**config.mk**
```make
export PLATFORM = sky130hd
export DESIGN_NAME = tqvp_ofdm_mapper_flat
export DESIGN_NICKNAME = d
export VERILOG_FILES = /design/src/rtl/tqvp_ofdm_mapper_pkg.sv /design/src/rtl/tqvp_ofdm_mapper_if.sv /design/src/rtl/tqvp_ofdm_mapper_sync_fifo.sv /design/src/rtl/tqvp_ofdm_mapper.sv /design/src/flat_wrapper.sv
export SDC_FILE = /design/constraint.sdc
export NUM_CORES = 1
export LEC_CHECK = 0
export CORE_AREA = 2 2 126 128
export DETAILED_ROUTE_END_ITERATION = 6
export DIE_AREA = 0 0 128 130
export PLACE_DENSITY = 0.7
export SLEW_MARGIN = 25
export SYNTH_ARGS = -nofsm -noshare
export SYNTH_HDL_FRONTEND = slang
export SYNTH_SLANG_ARGS = --single-unit
```
**constraint.sdc**
```tcl
create_clock -name clk -period 5.1 [get_ports clk]
set_input_delay 1.02 -clock clk [delete_from_list [all_inputs] [get_ports clk]]
set_output_delay 1.02 -clock clk [all_outputs]
set_load 0.01 [all_outputs]
```
**src/rtl/tqvp_ofdm_mapper_pkg.sv**
```systemverilog
// Shared encodings and mapping helpers for the OFDM constellation mapper.
// Holds mode/state enums, the register map and the Gray-to-level tables.
package ofdm_map_pkg;

  typedef enum logic [1:0] {
    MODE_BPSK  = 2'd0,
    MODE_QPSK  = 2'd1,
    MODE_16QAM = 2'd2,
    MODE_64QAM = 2'd3
  } mode_t;

  typedef enum logic [1:0] {
    ST_IDLE  = 2'd0,
    ST_LOAD  = 2'd1,
    ST_MAP   = 2'd2,
    ST_FLUSH = 2'd3
  } state_t;

  localparam logic [3:0] ADDR_CTRL   = 4'h0;
  localparam logic [3:0] ADDR_STATUS = 4'h1;
  localparam logic [3:0] ADDR_IN     = 4'h2;
  localparam logic [3:0] ADDR_SYM    = 4'h3;
  localparam logic [3:0] ADDR_I      = 4'h4;
  localparam logic [3:0] ADDR_Q      = 4'h5;
  localparam logic [3:0] ADDR_POP    = 4'h6;
  localparam logic [3:0] ADDR_OCNT   = 4'h7;
  localparam logic [3:0] ADDR_CLR    = 4'h8;

  function automatic logic [2:0] bits_per_sym(mode_t m);
    logic [2:0] b;
    b = 3'd1;
    case (m)
      MODE_BPSK:  b = 3'd1;
      MODE_QPSK:  b = 3'd2;
      MODE_16QAM: b = 3'd4;
      MODE_64QAM: b = 3'd6;
      default:    b = 3'd1;
    endcase
    return b;
  endfunction

  // k is the number of bits on this axis; b[k-1] is the MSB of the Gray code.
  function automatic logic signed [3:0] gray_level(logic [2:0] b, logic [1:0] k);
    logic signed [3:0] lvl;
    lvl = 4'sd0;
    case (k)
      2'd1: lvl = b[0] ? -4'sd1 : 4'sd1;
      2'd2: begin
        case (b[1:0])
          2'b00:   lvl = -4'sd3;
          2'b01:   lvl = -4'sd1;
          2'b11:   lvl = 4'sd1;
          default: lvl = 4'sd3;
        endcase
      end
      default: begin
        case (b)
          3'b000:  lvl = -4'sd7;
          3'b001:  lvl = -4'sd5;
          3'b011:  lvl = -4'sd3;
          3'b010:  lvl = -4'sd1;
          3'b110:  lvl = 4'sd1;
          3'b111:  lvl = 4'sd3;
          3'b101:  lvl = 4'sd5;
          default: lvl = 4'sd7;
        endcase
      end
    endcase
    return lvl;
  endfunction

  // Returns {Q[3:0], I[3:0]} for the symbol bits b (b[0] consumed first).
  function automatic logic [7:0] map_symbol(mode_t m, logic [5:0] b);
    logic signed [3:0] i_lvl;
    logic signed [3:0] q_lvl;
    i_lvl = 4'sd0;
    q_lvl = 4'sd0;
    case (m)
      MODE_BPSK: begin
        i_lvl = gray_level({2'b00, b[0]}, 2'd1);
      end
      MODE_QPSK: begin
        i_lvl = gray_level({2'b00, b[0]}, 2'd1);
        q_lvl = gray_level({2'b00, b[1]}, 2'd1);
      end
      MODE_16QAM: begin
        i_lvl = gray_level({1'b0, b[1:0]}, 2'd2);
        q_lvl = gray_level({1'b0, b[3:2]}, 2'd2);
      end
      default: begin
        i_lvl = gray_level(b[2:0], 2'd3);
        q_lvl = gray_level(b[5:3], 2'd3);
      end
    endcase
    return {q_lvl, i_lvl};
  endfunction

endpackage

```
**src/rtl/tqvp_ofdm_mapper_if.sv**
```systemverilog
// TinyQV peripheral register bus. A write happens in every cycle data_write is
// high (no ready/back-pressure); data_out is combinational on address.
interface tqvp_ofdm_mapper_if;
  logic [3:0] address;
  logic       data_write;
  logic [7:0] data_in;
  logic [7:0] data_out;

  modport master (output address, output data_write, output data_in, input data_out);
  modport slave  (input address, input data_write, input data_in, output data_out);
endinterface

```
**src/rtl/tqvp_ofdm_mapper_sync_fifo.sv**
```systemverilog
// Single-clock FIFO with occupancy count. Push when full and pop when empty
// are ignored; both decisions use the pre-cycle occupancy.
module sync_fifo #(
  parameter int WIDTH = 8,
  parameter int DEPTH = 4
) (
  input  logic                     clk,
  input  logic                     rst_n,
  input  logic                     clr,
  input  logic                     push,
  input  logic [WIDTH-1:0]         wdata,
  input  logic                     pop,
  output logic [WIDTH-1:0]         rdata,
  output logic [$clog2(DEPTH):0]   count,
  output logic                     full,
  output logic                     empty
);
  localparam int AW = $clog2(DEPTH);
  localparam logic [AW:0] FULL_CNT = DEPTH[AW:0];

  logic [WIDTH-1:0] mem [DEPTH];
  logic [AW-1:0]    wr_ptr;
  logic [AW-1:0]    rd_ptr;
  logic             do_push;
  logic             do_pop;

  assign full    = (count == FULL_CNT);
  assign empty   = (count == '0);
  assign do_push = push && !full && !clr;
  assign do_pop  = pop && !empty && !clr;
  assign rdata   = mem[rd_ptr];

  always_ff @(posedge clk) begin
    if (do_push) mem[wr_ptr] <= wdata;
  end

  always_ff @(posedge clk or negedge rst_n) begin
    if (!rst_n) begin
      wr_ptr <= '0;
      rd_ptr <= '0;
      count  <= '0;
    end else if (clr) begin
      wr_ptr <= '0;
      rd_ptr <= '0;
      count  <= '0;
    end else begin
      if (do_push) wr_ptr <= wr_ptr + 1'b1;
      if (do_pop)  rd_ptr <= rd_ptr + 1'b1;
      case ({do_push, do_pop})
        2'b10:   count <= count + 1'b1;
        2'b01:   count <= count - 1'b1;
        default: count <= count;
      endcase
    end
  end
endmodule

```
**src/rtl/tqvp_ofdm_mapper.sv**
```systemverilog
// OFDM constellation mapper peripheral: byte FIFO -> bit accumulator -> Gray
// mapper -> symbol FIFO, with an IDLE/LOAD/MAP/FLUSH sequencer.
module tqvp_ofdm_mapper
  import ofdm_map_pkg::*;
#(
  parameter int IQ_W      = 4,
  parameter int IN_DEPTH  = 4,
  parameter int OUT_DEPTH = 8
) (
  input  logic                     clk,
  input  logic                     rst_n,
  input  logic [7:0]               ui_in,
  output logic [7:0]               uo_out,
  tqvp_ofdm_mapper_if.slave        bus
);
  localparam int IW = $clog2(IN_DEPTH) + 1;
  localparam int OW = $clog2(OUT_DEPTH) + 1;
  localparam int SW = 2 * IQ_W;

  logic   enable;
  mode_t  mode_reg;
  mode_t  mode_q;
  logic   flush_p;
  logic   ovf;
  logic   udf;
  state_t state;
  logic [15:0] acc;
  logic [3:0]  cnt;

  logic wr_ctrl, soft_clr, bus_push, bus_pop, w1c;
  assign wr_ctrl  = bus.data_write && (bus.address == ADDR_CTRL);
  assign soft_clr = wr_ctrl && bus.data_in[4];
  assign bus_push = bus.data_write && (bus.address == ADDR_IN);
  assign bus_pop  = bus.data_write && (bus.address == ADDR_POP);
  assign w1c      = bus.data_write && (bus.address == ADDR_CLR);

  logic [7:0]    in_head;
  logic [IW-1:0] in_count;
  logic          in_full, in_empty, in_pop;
  logic [SW-1:0] out_head, out_wdata;
  logic [OW-1:0] out_count;
  logic          out_full, out_empty, emit;

  assign in_pop = (state == ST_LOAD);
  // out_full is the registered occupancy, so a same-cycle pop never frees a slot early.
  assign emit   = !out_full && ((state == ST_MAP) || (state == ST_FLUSH));

  sync_fifo #(.WIDTH(8), .DEPTH(IN_DEPTH)) u_in_fifo (
    .clk   (clk),
    .rst_n (rst_n),
    .clr   (soft_clr),
    .push  (bus_push),
    .wdata (bus.data_in),
    .pop   (in_pop),
    .rdata (in_head),
    .count (in_count),
    .full  (in_full),
    .empty (in_empty)
  );

  sync_fifo #(.WIDTH(SW), .DEPTH(OUT_DEPTH)) u_out_fifo (
    .clk   (clk),
    .rst_n (rst_n),
    .clr   (soft_clr),
    .push  (emit),
    .wdata (out_wdata),
    .pop   (bus_pop),
    .rdata (out_head),
    .count (out_count),
    .full  (out_full),
    .empty (out_empty)
  );

  // Bits above the live count are always zero, so flush padding comes for free.
  logic [7:0]             sym4;
  logic signed [3:0]      lvl_i, lvl_q;
  logic signed [IQ_W-1:0] ext_i, ext_q;
  assign sym4      = map_symbol(mode_q, acc[5:0]);
  assign lvl_i     = sym4[3:0];
  assign lvl_q     = sym4[7:4];
  assign ext_i     = IQ_W'(lvl_i);
  assign ext_q     = IQ_W'(lvl_q);
  assign out_wdata = {ext_q, ext_i};

  logic [3:0] b_idle, b_act, cnt_load, cnt_after;
  assign b_idle    = {1'b0, bits_per_sym(mode_reg)};
  assign b_act     = {1'b0, bits_per_sym(mode_q)};
  assign cnt_load  = cnt + 4'd8;
  assign cnt_after = cnt - b_act;

  always_ff @(posedge clk or negedge rst_n) begin
    if (!rst_n) begin
      state  <= ST_IDLE;
      acc    <= '0;
      cnt    <= '0;
      mode_q <= MODE_BPSK;
    end else if (soft_clr) begin
      state  <= ST_IDLE;
      acc    <= '0;
      cnt    <= '0;
      mode_q <= MODE_BPSK;
    end else begin
      case (state)
        ST_IDLE: begin
          if (enable && (cnt >= b_idle)) begin
            state  <= ST_MAP;
            mode_q <= mode_reg;
          end else if (enable && !in_empty) begin
            state  <= ST_LOAD;
            mode_q <= mode_reg;
          end else if (flush_p && (cnt != 4'd0)) begin
            state  <= ST_FLUSH;
            mode_q <= mode_reg;
          end
        end
        ST_LOAD: begin
          acc   <= acc | ({8'h00, in_head} << cnt);
          cnt   <= cnt_load;
          state <= (cnt_load >= b_act) ? ST_MAP : ST_IDLE;
        end
        ST_MAP: begin
          if (!out_full) begin
            acc <= acc >> b_act;
            cnt <= cnt_after;
            if ((cnt_after < b_act) || !enable) state <= ST_IDLE;
          end
        end
        default: begin
          if (!out_full) begin
            acc   <= '0;
            cnt   <= '0;
            state <= ST_IDLE;
          end
        end
      endcase
    end
  end

  always_ff @(posedge clk or negedge rst_n) begin
    if (!rst_n) begin
      enable   <= 1'b0;
      mode_reg <= MODE_BPSK;
      flush_p  <= 1'b0;
      ovf      <= 1'b0;
      udf      <= 1'b0;
    end else if (soft_clr) begin
      enable   <= 1'b0;
      mode_reg <= MODE_BPSK;
      flush_p  <= 1'b0;
      ovf      <= 1'b0;
      udf      <= 1'b0;
    end else begin
      flush_p <= wr_ctrl && bus.data_in[3];
      if (wr_ctrl) begin
        enable   <= bus.data_in[0];
        mode_reg <= mode_t'(bus.data_in[2:1]);
      end
      if (bus_push && in_full)         ovf <= 1'b1;
      else if (w1c && bus.data_in[4])  ovf <= 1'b0;
      if (bus_pop && out_empty)        udf <= 1'b1;
      else if (w1c && bus.data_in[5])  udf <= 1'b0;
    end
  end

  logic signed [IQ_W-1:0] head_i, head_q;
  assign head_i = out_head[IQ_W-1:0];
  assign head_q = out_head[SW-1:IQ_W];

  logic [7:0] rdata;
  always_comb begin
    rdata = 8'h00;
    case (bus.address)
      ADDR_CTRL:   rdata = {5'b00000, mode_reg, enable};
      ADDR_STATUS: rdata = {state, udf, ovf, out_empty, out_full, in_empty, in_full};
      ADDR_IN:     rdata = 8'(in_count);
      ADDR_SYM:    rdata = out_empty ? 8'h00 : {head_q[3:0], head_i[3:0]};
      ADDR_I:      rdata = out_empty ? 8'h00 : 8'(head_i);
      ADDR_Q:      rdata = out_empty ? 8'h00 : 8'(head_q);
      ADDR_OCNT:   rdata = 8'(out_count);
      default:     rdata = 8'h00;
    endcase
  end
  assign bus.data_out = rdata;

  // Bit 0 is the UART TX pin on the host and must stay low.
  assign uo_out = {4'b0000, out_full, !out_empty, (state != ST_IDLE), 1'b0};

  logic unused_ok;
  assign unused_ok = &{1'b0, ui_in};
endmodule

```
**src/flat_wrapper.sv**
```systemverilog
// flat-port wrapper written by rule: the top's interface ports become plain ports
module tqvp_ofdm_mapper_flat import ofdm_map_pkg::*;
#(
  parameter int IQ_W      = 4,
  parameter int IN_DEPTH  = 4,
  parameter int OUT_DEPTH = 8
)
  (clk, rst_n, ui_in, uo_out, bus_address, bus_data_write, bus_data_in, bus_data_out);
  tqvp_ofdm_mapper_if bus_i ();
  input  logic clk;
  input  logic rst_n;
  input  logic [7:0] ui_in;
  output logic [7:0] uo_out;
  input wire logic [$bits(bus_i.address)-1:0] bus_address;
  input wire logic [$bits(bus_i.data_write)-1:0] bus_data_write;
  input wire logic [$bits(bus_i.data_in)-1:0] bus_data_in;
  output wire logic [$bits(bus_i.data_out)-1:0] bus_data_out;
  assign bus_i.address = bus_address;
  assign bus_i.data_write = bus_data_write;
  assign bus_i.data_in = bus_data_in;
  assign bus_data_out = bus_i.data_out;
  tqvp_ofdm_mapper #(.IQ_W(IQ_W), .IN_DEPTH(IN_DEPTH), .OUT_DEPTH(OUT_DEPTH)) u_core (.clk(clk), .rst_n(rst_n), .ui_in(ui_in), .uo_out(uo_out), .bus(bus_i));
endmodule
```
==> results of run 1 <==
==> cell usage after synthesis, drive strengths merged (3+ instances only) <==
master    n
buf      21
fa        3
ha       30
a32oi     3
xor2      7
or3       6
nor3     10
mux4     33
xnor2     7
a21oi    23
o2bb2ai   5
o31ai     7
a21o      9
a31oi     5
nand2    46
a311oi    3
nand3    16
nand2b   12
mux2      8
nor2     48
inv      25
and2      8
o22ai     4
a2bb2oi   4
clkbuf   18
nor2b     8
mux2i    24
a22oi     8
nor3b     6
edfxtp   88
o21ai    27
a22o      7
dfrtp    47
==> path summary, 6_finish.rpt <==
path | from | endpoint | slack (ns) | cells after the start
max | bus_address[0] | bus_data_out[6] | 0.49 | 5
min | u_core.udf$_DFFE_PN0P_ | u_core.udf$_DFFE_PN0P_ | 0.51 | 2
max reg2reg | u_core.cnt[0]$_DFFE_PN0P_ | u_core.state[0]$_DFFE_PN0P_ | 1.58 | 10
min reg2reg | u_core.udf$_DFFE_PN0P_ | u_core.udf$_DFFE_PN0P_ | 0.51 | 2
max in group asynchronous | rst_n | u_core.mode_reg[0]$_DFFE_PN0P_ | 3.97 | 2
min in group asynchronous | rst_n | u_core.acc[7]$_DFFE_PN0P_ | 0.69 | 2
==> power by group through the flow <==
stage | Sequential (mW) | Clock (mW) | Combinational [mW]
2_1_floorplan | 1.56 | 0 | 1.46
3_3_place_gp | 1.72 | 0 | 1.74
3_5_place_dp | 1.74 | 0 | 1.81
4_1_cts | 1.72 | 1.19 | 1.83
5_1_grt | 1.76 | 1.23 | 2.03
6_report | 1.72 | 1.17 | 1.83
==> through the flow <==
step / util / cell area [um^2] / hold slack, ns
2_1_floorplan: - / 7570 / 0.474
3_3_place_gp: 0.514 / 7930 / 0.501
3_5_place_dp: 0.514 / 7930 / 0.507
4_1_cts: 0.551 / 8500 / 0.519
5_1_grt: 0.551 / 8500 / 0.543
6_report: 0.551 / 8500 / 0.515
==> final cells by class <==
type                            count  area [um^2]  share of cell area
Multi-Input combinational cell    423         3450               0.406
Timing Repair Buffer               35          320              0.0377
Clock inverter                     14          140              0.0165
Sequential cell                   135         3820               0.449
Inverter                           26         97.6              0.0115
Tap cell                          192          240              0.0283
Clock buffer                       18          429              0.0505
==> routing by layer <==
metal / vias to the layer above / part of all wire / global-route usage / wire length, um
met5: - / 0 / 0 / 0
met4: 0 / 0.020 / 0.0763 / 334
met3: 36 / 0.052 / 0.0410 / 869
met2: 194 / 0.51 / 0.370 / 8380
met1: 2578 / 0.42 / 0.264 / 6980
li1: 2392 / - / - / -
==> worst max-delay path: stages <==
cell and delay (ns):
clkdlybuf4s50_1 0.61, or3b_2 0.60, o41ai_1 0.60, a221o_1 0.21, clkdlybuf4s50_1 0.55
==> kinds of logic (layout without fill, tap and decap cells) <==
logic type	after synthesis	after routing
and+or+nand+nor	175	175
muxes	65	65
DFF	135	135
buffers and inverters	65	93
AOI/OAI and AO/OA	131	131
xor gates and xnor gates	14	14
other	1	5
adders and majority gates	33	33
==> qor.csv, run 1 <==
metric,value,unit
fillCellCount,1273,
finalHoldViolCount,0,
cts.htree.levels,4,
setup_viol,0,
layout_common_cells,"edfxtp_1, nor2_1, dfrtp_1",
clock_power_share,0.248,
seqPwrFrac,0.364,
cts_resized,0,
synth_area,7560,um^2
viasPerCell,6.17,
drt-total-wl,16600,um
antenna_left,0,
track_usage,0.211,
yosys-top-cells-area,"edfxtp_1, dfrtp_1, mux4_2",
synth_top_family_by_area,multiplexers,
finClkSkew,0.00985,ns
place.gp.congestion,0.901,
syn2layout_area_growth,12.5,%
cp.required,4.08,ns
grt_max_degree,48,
relSlewSlack,0.359,
top_register,u_core.u_out_fifo.mem,
die_area,16600,um^2
yosysSeqAreaShare,0.505,
cts_buffer_depth,2,
worst_slack,0.494,ns
synth.area.mux_share,0.144,
rsz0062_at_grt,false,
status,"finished, final reports clean",
synth_compound_gate_area_share,0.121,
synth-seq-cells,135,
synth_top_area_share,0.350,
num_rows,46,
drt_iter0_drc,492,
finalCriticalPeriod,4.61,ns
die_h,130,um
grt_pass1_vias,5124,
hp-class,register to register,
initial_core_util,0.490,
post-cts-setup-buffers,0,
final_nets,694,
synthAdderAreaFrac,0.0576,
vias,5200,
maxSlewViolCount,0,
synth_edf_count,88,
syn_area_per_cell,12.2,um^2
grt_pass1_wl,26700,um
layoutNonFillerInstCount,843,
post-route-period-util,0.903,
route.detailed.drc,0,
p_comb_frac,0.388,
switching_share,0.382,
path_max_fanout,12,
gr-total-overflow,0,
power_switching,1.80,mW
top_regs,"u_core.u_out_fifo.mem x56, u_core.u_in_fifo.mem x32, u_core.acc x16",
critical_path.startpoint_type,input pin,
dpl.hpwl,11700,um
numCtsBuffers,17,
endpoint_kind,output pin,
die_w,128,um
clk_pin_slew_worst_paths,0.06,ns
critPathKind,input pin to output pin,
clkLatencyLatePin,0.42,ns
synthFlopType,edfxtp_1,
p_leak,3.16,nW
synth-simple-area-share,0.116,
vdd_drop_max,0.000331,V
crit_arrival,3.59,ns
synth_area_leader_cell,edfxtp_1,
fin_tns_setup,0,ns
drive_above_1_share,0.140,
power,4.72,mW
antenna_found_initial,0,
max_cap_viol_count,0,
wl_per_cell,19.6,um
synth.distinct_cells,76,
yosys_warnings,0,
largest_reg_flops,56,
clockRootBuffer,clkbuf_16,
worst_pin_slew,0.959,ns
dp.cells,811,
syn_inst,619,
power.density,555,nW/um^2
ys_async_sr_fraction,0.348,
internal_power,2.91,mW
cts_tree,done,
synth-xor-area-share,0.0162,
max_freq,0.217,GHz
pre_cts_ws,0.580,ns
coreArea,15400,um^2
diodes,0,
cts_hold_buf,0,
final_common_cell,edfxtp_1,
first_pass_iters,5,
cts_sinks,135,
port_buffers,25,
pin_count,39,
(Power assumes the default switching activity.)
==> run 2: changes to the inputs <==
--- a/config.mk
+++ b/config.mk
@@ -9,7 +9,6 @@
 export DETAILED_ROUTE_END_ITERATION = 6
 export DIE_AREA = 0 0 128 130
 export PLACE_DENSITY = 0.7
-export SLEW_MARGIN = 25
 export SYNTH_ARGS = -nofsm -noshare
 export SYNTH_HDL_FRONTEND = slang
 export SYNTH_SLANG_ARGS = --single-unit
==> results of run 2 <==
No change in the layout: final DEF, timing and power equal those of run 1.
==> run 3: changes to the inputs <==
--- a/config.mk
+++ b/config.mk
@@ -8,7 +8,7 @@
 export CORE_AREA = 2 2 126 128
 export DETAILED_ROUTE_END_ITERATION = 6
 export DIE_AREA = 0 0 128 130
-export PLACE_DENSITY = 0.7
+export PLACE_DENSITY_LB_ADDON = 0.3
 export SYNTH_ARGS = -nofsm -noshare
 export SYNTH_HDL_FRONTEND = slang
 export SYNTH_SLANG_ARGS = --single-unit
==> qor.csv, run 3 (synthesis results as in run 1) <==
metric,value,unit
track_usage,0.212,
largest_reg_flops,56,
gr-total-overflow,0,
worst_slack,0.541,ns
maxSlewViolCount,0,
cts_tree,done,
grt_max_degree,48,
pre_cts_ws,0.546,ns
vdd_drop_max,0.000393,V
drive_above_1_share,0.138,
cts_hold_buf,0,
vias,5171,
num_rows,46,
setup_viol,0,
cts.htree.levels,4,
post-route-period-util,0.894,
antenna_left,0,
place.gp.congestion,0.862,
first_pass_iters,5,
reg2reg_depth,10,
status,"finished, final reports clean",
max_freq,0.219,GHz
syn2layout_area_growth,12.7,%
finalHoldViolCount,0,
rsz0062_at_grt,false,
cts_resized,0,
die_w,128,um
drt-total-wl,16500,um
layout_common_cells,"edfxtp_1, nor2_1, dfrtp_1",
final_core_utilization,0.552,
initial_core_util,0.490,
critical_path.startpoint_type,input pin,
grt_util_met1,0.280,
met3_usage,0.0394,
pin_count,39,
max_cap_viol_count,0,
diodes,0,
final_common_cell,edfxtp_1,
route.detailed.drc,0,
fin_tns_setup,0,ns
post-cts-setup-buffers,0,
finalCriticalPeriod,4.56,ns
worstHoldPathCells,2,
cts_sinks,135,
cp.required,4.08,ns
finClkSkew,0.0128,ns
drt_iter0_drc,444,
clockRootBuffer,clkbuf_16,
endpoint_kind,output pin,
critPathKind,input pin to output pin,
viasPerCell,6.14,
fillCellCount,1292,
top_register,u_core.u_out_fifo.mem,
register_area,3820,um^2
crit_arrival,3.54,ns
port_buffers,25,
die_area,16600,um^2
p_leak,3.17,nW
use_met2,0.355,
dpl.hpwl,11800,um
path_max_fanout,12,
grt_pass1_wl,27000,um
clk_pin_slew_worst_paths,0.06,ns
numCtsBuffers,17,
coreArea,15400,um^2
power.density,561,nW/um^2
grt_pass1_vias,5150,
cts_buffer_depth,2,
wl_per_cell,19.6,um
antenna_found_initial,0,
die_h,130,um
power,4.78,mW
worst_pin_slew,1.07,ns
clkLatencyLatePin,0.42,ns
final_nets,693,
relSlewSlack,0.287,
multi_input_area,3450,um^2
top_usage_layer,met2,
hp-class,register to register,
top_regs,"u_core.u_out_fifo.mem x56, u_core.u_in_fifo.mem x32, u_core.acc x16",
## run 3: cell types whose count changed in the layout (fill, tap and decap cells not counted)
cell	delta
clkbuf_1	+1
buf_4	-1
clkinv_2	-1
clkinv_4	-1
inv_6	+2
clkinv_1	-1
bufinv_16	+1
inv_8	-1
## run 3: path summary, 6_finish.rpt
kind / from / endpoint / slack, ns
max: bus_address[0] / bus_data_out[6] / 0.54
min: u_core.udf$_DFFE_PN0P_ / u_core.udf$_DFFE_PN0P_ / 0.52
max reg2reg: u_core.cnt[0]$_DFFE_PN0P_ / u_core.state[0]$_DFFE_PN0P_ / 1.53
min reg2reg: u_core.udf$_DFFE_PN0P_ / u_core.udf$_DFFE_PN0P_ / 0.52
max in group asynchronous: rst_n / u_core.acc[12]$_DFFE_PN0P_ / 3.63
min in group asynchronous: rst_n / u_core.u_out_fifo.count[3]$_DFFE_PN0P_ / 0.78
## run 3: per-layer routing
layer,up-vias,part of all wire
li1,2385,-
met1,2590,0.43
met2,168,0.50
met3,28,0.053
met4,0,0.017
met5,-,0
## run 3: per-stage QoR
step | instances | area, um^2 | hold WS [ns]
4_1_cts | 842 | 8510 | 0.526
3_5_place_dp | 810 | 7920 | 0.511
3_3_place_gp | 810 | 7920 | 0.500
6_report | 842 | 8510 | 0.524
5_1_grt | 842 | 8510 | 0.554
2_1_floorplan | 623 | 7570 | 0.474
## run 3: critical path: stages
cell	delay, ns
clkdlybuf4s50_1	0.61
or3b_2	0.60
o41ai_1	0.56
a221o_1	0.21
clkdlybuf4s50_1	0.54
## run 3: layout make-up
type | instances | area share
clock buffer | 19 | 0.0508
clock inverter | 13 | 0.0187
inverter | 26 | 0.0115
multi-input combinational | 423 | 0.406
sequential | 135 | 0.448
tap | 192 | 0.0282
timing repair buffer | 34 | 0.0367
## run 3: where the power goes
part	switching, mW	internal, mW
Sequential	0.288	1.43
Combinational	1.03	0.804
Clock	0.499	0.735
Total	1.81	2.97
